<file path="src/rtl/counter_updown_cfg.sv">
// Up/down counter with load, programmable modulus 0..max_val, variable step, wrap or saturate.
// Latency: one cycle from sampled inputs to count/tc/ovf/unf; at_max/at_zero are combinational.
// Backpressure: none; en=0 or an effective step of 0 holds the count.
module counter_updown_cfg #(
  parameter int WIDTH = 8
) (
  input  logic             clk,
  input  logic             rst,
  input  logic             en_i,
  input  logic             load_i,
  input  logic [WIDTH-1:0] data_i,
  input  logic             up_i,
  input  logic [WIDTH-1:0] step_i,
  input  logic [WIDTH-1:0] max_val_i,
  input  logic             sat_i,
  input  logic             clr_flags_i,
  output logic [WIDTH-1:0] count_o,
  output logic             tc_o,
  output logic             ovf_o,
  output logic             unf_o,
  output logic             at_max_o,
  output logic             at_zero_o
);

  logic [WIDTH-1:0] count_q, count_d;
  logic             tc_q, tc_d;
  logic             ovf_q, ovf_d;
  logic             unf_q, unf_d;

  logic [WIDTH-1:0] s_eff;      // step clamped to max_val so one wrap correction is enough
  logic [WIDTH-1:0] load_val;   // load data clamped into range
  logic [WIDTH:0]   mod_ext;    // max_val + 1, needs the extra bit when max_val is all ones
  logic [WIDTH:0]   max_ext;
  logic [WIDTH:0]   sum_ext;
  logic [WIDTH:0]   up_wrap;
  logic [WIDTH:0]   dn_wrap;
  logic             ovf_evt;
  logic             unf_evt;

  // Extended-width operands shared by both directions.
  always_comb begin
    s_eff    = (step_i > max_val_i) ? max_val_i : step_i;
    load_val = (data_i > max_val_i) ? max_val_i : data_i;
    max_ext  = {1'b0, max_val_i};
    mod_ext  = max_ext + {{WIDTH{1'b0}}, 1'b1};
    sum_ext  = {1'b0, count_q} + {1'b0, s_eff};
    up_wrap  = sum_ext - mod_ext;
    dn_wrap  = {1'b0, count_q} + mod_ext - {1'b0, s_eff};
  end

  // Next count and event detection: load > range guard > count > hold.
  always_comb begin
    count_d = count_q;
    ovf_evt = 1'b0;
    unf_evt = 1'b0;
    if (load_i) begin
      count_d = load_val;
    end else if (en_i) begin
      if (count_q > max_val_i) begin
        // max_val was lowered under the current count; pull back into range quietly
        count_d = max_val_i;
      end else if (up_i) begin
        if (sum_ext > max_ext) begin
          ovf_evt = 1'b1;
          count_d = sat_i ? max_val_i : up_wrap[WIDTH-1:0];
        end else begin
          count_d = sum_ext[WIDTH-1:0];
        end
      end else begin
        if (s_eff <= count_q) begin
          count_d = count_q - s_eff;
        end else begin
          unf_evt = 1'b1;
          count_d = sat_i ? '0 : dn_wrap[WIDTH-1:0];
        end
      end
    end
  end

  // Flags: an event in this cycle beats a clear of the same flag.
  always_comb begin
    tc_d  = ovf_evt | unf_evt;
    ovf_d = ovf_evt | (ovf_q & ~clr_flags_i);
    unf_d = unf_evt | (unf_q & ~clr_flags_i);
  end

  // State register with synchronous active-low reset.
  always_ff @(posedge clk) begin
    if (!rst) begin
      count_q <= '0;
      tc_q    <= 1'b0;
      ovf_q   <= 1'b0;
      unf_q   <= 1'b0;
    end else begin
      count_q <= count_d;
      tc_q    <= tc_d;
      ovf_q   <= ovf_d;
      unf_q   <= unf_d;
    end
  end

  assign count_o   = count_q;
  assign tc_o      = tc_q;
  assign ovf_o     = ovf_q;
  assign unf_o     = unf_q;
  assign at_max_o  = (count_q == max_val_i);
  assign at_zero_o = (count_q == '0);

endmodule

</file>
<file path="config.mk">
export PLATFORM = sky130hd
export DESIGN_NAME = counter_updown_cfg
export DESIGN_NICKNAME = d
export VERILOG_FILES = /design/src/rtl/counter_updown_cfg.sv
export SDC_FILE = /design/constraint.sdc
export NUM_CORES = 1
export LEC_CHECK = 0
export CORE_UTILIZATION = 50
export CTS_BUF_LIST = sky130_fd_sc_hd__clkbuf_2 sky130_fd_sc_hd__clkbuf_4 sky130_fd_sc_hd__clkbuf_8
export CTS_CLUSTER_DIAMETER = 200
export CTS_CLUSTER_SIZE = 40
export DETAILED_ROUTE_END_ITERATION = 6
export PLACE_DENSITY = 0.73
export SYNTH_ARGS = -nofsm -noshare
export SYNTH_HDL_FRONTEND = slang
export SYNTH_SLANG_ARGS = --single-unit
</file>
<file path="constraint.sdc">
create_clock -name clk -period 8.7 [get_ports clk]
set_input_delay 1.305 -clock clk [delete_from_list [all_inputs] [get_ports clk]]
set_output_delay 1.305 -clock clk [all_outputs]
set_load 0.05 [all_outputs]
</file>
==> flow_metrics.py, run 1 <==
metrics = {
    "timing": {
        "rsz0062_at_grt": "no",
        "finalSetupTns_ps": 0,
        "post-route-min-period_ps": 7630,
        "hold_viol": 0,
        "worst_pin_slew_ps": 942,
        "skew_ps": 6.04,
        "final-max-slew-violation-count": 0,
        "slew_headroom_pct": 37.0,
        "setup_viol": 0,
        "worst_hold_slack_ps": 477,
        "timing.final.crit_share_pct": 87.7,
        "max_freq_ghz": 0.131,
    },
    "route": {
        "routedWlPerCell_microns": 19.4,
        "dr.pass1.iters": 5,
        "drc": 0,
        "wl_microns": 10300,
        "ant_nets": 0,
        "drt_iter0_markers": 370,
        "vias_per_cell": 6.36,
        "vias": 3373,
    },
    "power": {
        "vdd_drop_max_mv": 0.0720,
        "p_leak_nw": 1.76,
        "p_total_mw": 0.724,
        "power.density_nw_per_um2": 184,
    },
    "placed_design": {
        "placed_cell_area_sq_um": 3890,
        "routabilityCongestion": 0.921,
        "io_buffer_count": 43,
        "hpwl_microns": 8390,
    },
    "cts": {
        "cts_buffer_depth": 2,
        "clock_latency_ps": 240,
        "ctsHtreeMaxLevel": 1,
        "cts_resized": 0,
        "post_cts_buffers": 0,
        "cts_tree": "yes",
        "root_buffer": "clkbuf_8",
        "ctsHoldBuffers": 0,
        "path_clk_slew_ps": 50,
        "clock-sinks": 11,
        "cts_buffers": 3,
    },
    "synth": {
        "yosysUniqueCellTypes": 66,
        "synth_common_cells": "ha_1 (67), inv_1 (39), a21oi_1 (32), xnor2_1 (23), mux2i_1 (20)",
        "synth_area_leaders": "ha_1 (24%), dfxtp_1 (6.4%), xnor2_1 (5.8%)",
        "post-synth-top-area-cell": "ha_1",
        "syn_nets": 532,
        "syn_area_sq_um": 3450,
        "yosysWarnings": 0,
        "syn-instance-count": 424,
        "synth_edf_count": 0,
        "yosysTopAreaCellShare_pct": 24.3,
        "synth_seq_area_share_pct": 6.39,
        "synth_async_sr_flop_share_pct": 0,
        "ys.flop_type": "dfxtp_1",
        "yosysMostFrequentCell": "ha_1",
        "ys_ff_latch": 11,
        "synth.avg_cell_area_sq_um": 8.13,
    },
    "grt": {
        "grt.total_usage_pct": 28.7,
        "antenna_found_initial": 0,
        "grt_pass1_wl_microns": 16100,
        "grt_pass1_vias": 3255,
        "grt_start_max_net_pins": 28,
        "grt-ovfl-total": 0,
    },
    "layout": {
        "multi_input_area_sq_um": 2980,
        "area_growth_pct": 14.4,
        "fin_nets": 562,
        "nFillCells": 597,
        "register_area_sq_um": 220,
        "fin_area_sq_um": 3940,
        "post_route_cells_drive_above_1_share_pct": 5.74,
        "diodes": 0,
    },
    "worst_setup_path": {
        "r2r_slack_ps": 4290,
        "ff2ff_path_depth": 14,
        "path_class": "in2reg",
        "timing.rr.start": "count_o[1]",
        "crit_required_ps": 8830,
        "worst_setup_path_end_kind": "register",
        "rr_endpoint": "count_o[7]",
        "arrival_ps": 7760,
        "crit_fanout": 15,
        "worst_setup_path_start_kind": "input pin",
    },
    "die": {
        "coreArea_sq_um": 6490,
        "start_util_pct": 53.1,
        "die_area_sq_um": 7230,
        "die_y_microns": 85.0,
        "rows": 29,
        "io_pins": 44,
        "die_x_microns": 85.0,
    },
    "run_status": {
        "status": "finished, final reports clean",
    },
    "min_path": {
        "min_to": "unf_o",
        "worstHoldStart": "unf_o",
        "hold_class": "reg2reg",
        "hold_depth": 2,
    },
    "job": {
        "maxCapViolCount": 0,
    },
}
placed cells by master (no fill, tap or decap), types with 3 or more instances in the layout:
| cell | instances |
|---|---|
| nand3_1 | 12 |
| a2111oi_0 | 3 |
| a21oi_1 | 32 |
| and3_1 | 5 |
| nor4b_1 | 3 |
| mux2_2 | 9 |
| a21boi_0 | 3 |
| xnor2_1 | 23 |
| nor3b_1 | 4 |
| nor2_1 | 19 |
| or4_1 | 3 |
| fa_1 | 10 |
| o21a_1 | 9 |
| or3_1 | 5 |
| o21ai_0 | 17 |
| mux2i_1 | 20 |
| clkdlybuf4s50_1 | 43 |
| inv_1 | 39 |
| nor2b_1 | 5 |
| o21bai_1 | 5 |
| ha_1 | 67 |
| xor2_1 | 5 |
| dfxtp_1 | 11 |
| o211ai_1 | 6 |
| a21o_1 | 6 |
| clkbuf_8 | 3 |
| nand2b_1 | 11 |
| o31ai_1 | 3 |
| nor3_1 | 8 |
| a211oi_1 | 6 |
| o22ai_1 | 3 |
| a211o_1 | 5 |
| nand2_1 | 14 |
power breakdown:
group          leakage [nW]  internal, mW  total [mW]  switching [mW]
Combinational          1.64         0.260       0.594           0.334
Clock                0.0262        0.0354      0.0571          0.0217
Sequential           0.0911        0.0568      0.0732          0.0164
flip-flops by register name, indices dropped and copies added (netlist names):
signal / count
ovf_o: 1
tc_o: 1
unf_o: 1
count_o: 8
cells by family after synthesis:
logic type | after synthesis | share of synthesized area (%)
adder cells (fa/ha/maj) | 77 | 30.1
XOR/XNOR | 28 | 7.12
AO/OA/AOI/OAI | 122 | 25.1
flip-flops | 11 | 6.39
multiplexers | 29 | 8.75
buffers and inverters | 59 | 7.01
AND/OR/NAND/NOR | 98 | 15.5
metal layers:
layer  wire [microns]  up-vias  track usage, %
li1                 -     1610               -
met1             4630     1609            38.5
met2             4760      134            47.9
met3              605       20            2.33
met4              302        0            11.1
met5                0        -               0
stage by stage:
stage                     setup slack, ps  std cells  util [%]
after floorplan                      2180        424         -
after global placement               1110        526      59.9
after detailed placement              926        526      59.9
after CTS                            1170        530      60.7
after global routing                  584        530      60.7
final                                1070        530      60.7
layout make-up:
cell class              instances  share of cell area (%)
inverters                      39                    3.71
repair buffers                 45                    11.3
well taps                      77                    2.44
flip-flops and latches         11                    5.59
clock buffers                   4                    1.24
multi-input cells             354                    75.7
worst max-delay path by stage:
stage	startpoint	endpoint	depth (start not counted)
after floorplan	max_val_i[1]	count_o[7]	26
after global placement	max_val_i[1]	count_o[7]	26
after detailed placement	max_val_i[1]	count_o[7]	26
after CTS	max_val_i[1]	count_o[7]	26
after global routing	max_val_i[1]	count_o[7]	26
final	max_val_i[1]	count_o[7]	26
critical path: stages:
cell	delay, ps
clkdlybuf4s50_1	670
inv_1	160
ha_1	310
nor2b_1	130
o21a_1	160
o21ai_0	130
nand2b_1	80
a21oi_1	130
o21ai_0	80
o21ai_1	340
buf_4	310
mux2_2	350
ha_1	410
nand3_1	140
o211ai_1	110
or3_1	330
a21oi_1	190
xnor2_1	200
ha_1	310
and3_1	210
and3_1	210
o211ai_2	580
o21ai_0	200
a32o_1	240
a211o_1	290
a22o_1	190
Note: power is estimated with default switching activity, not from simulation.
==> run 2, diff against run 1 <==
--- a/config.mk
+++ b/config.mk
@@ -11,6 +11,7 @@
 export CTS_CLUSTER_SIZE = 40
 export DETAILED_ROUTE_END_ITERATION = 6
 export PLACE_DENSITY = 0.73
+export SKIP_CTS_REPAIR_TIMING = 1
 export SYNTH_ARGS = -nofsm -noshare
 export SYNTH_HDL_FRONTEND = slang
 export SYNTH_SLANG_ARGS = --single-unit
==> results of run 2 <==
No change in the layout: final DEF, timing and power equal those of run 1.
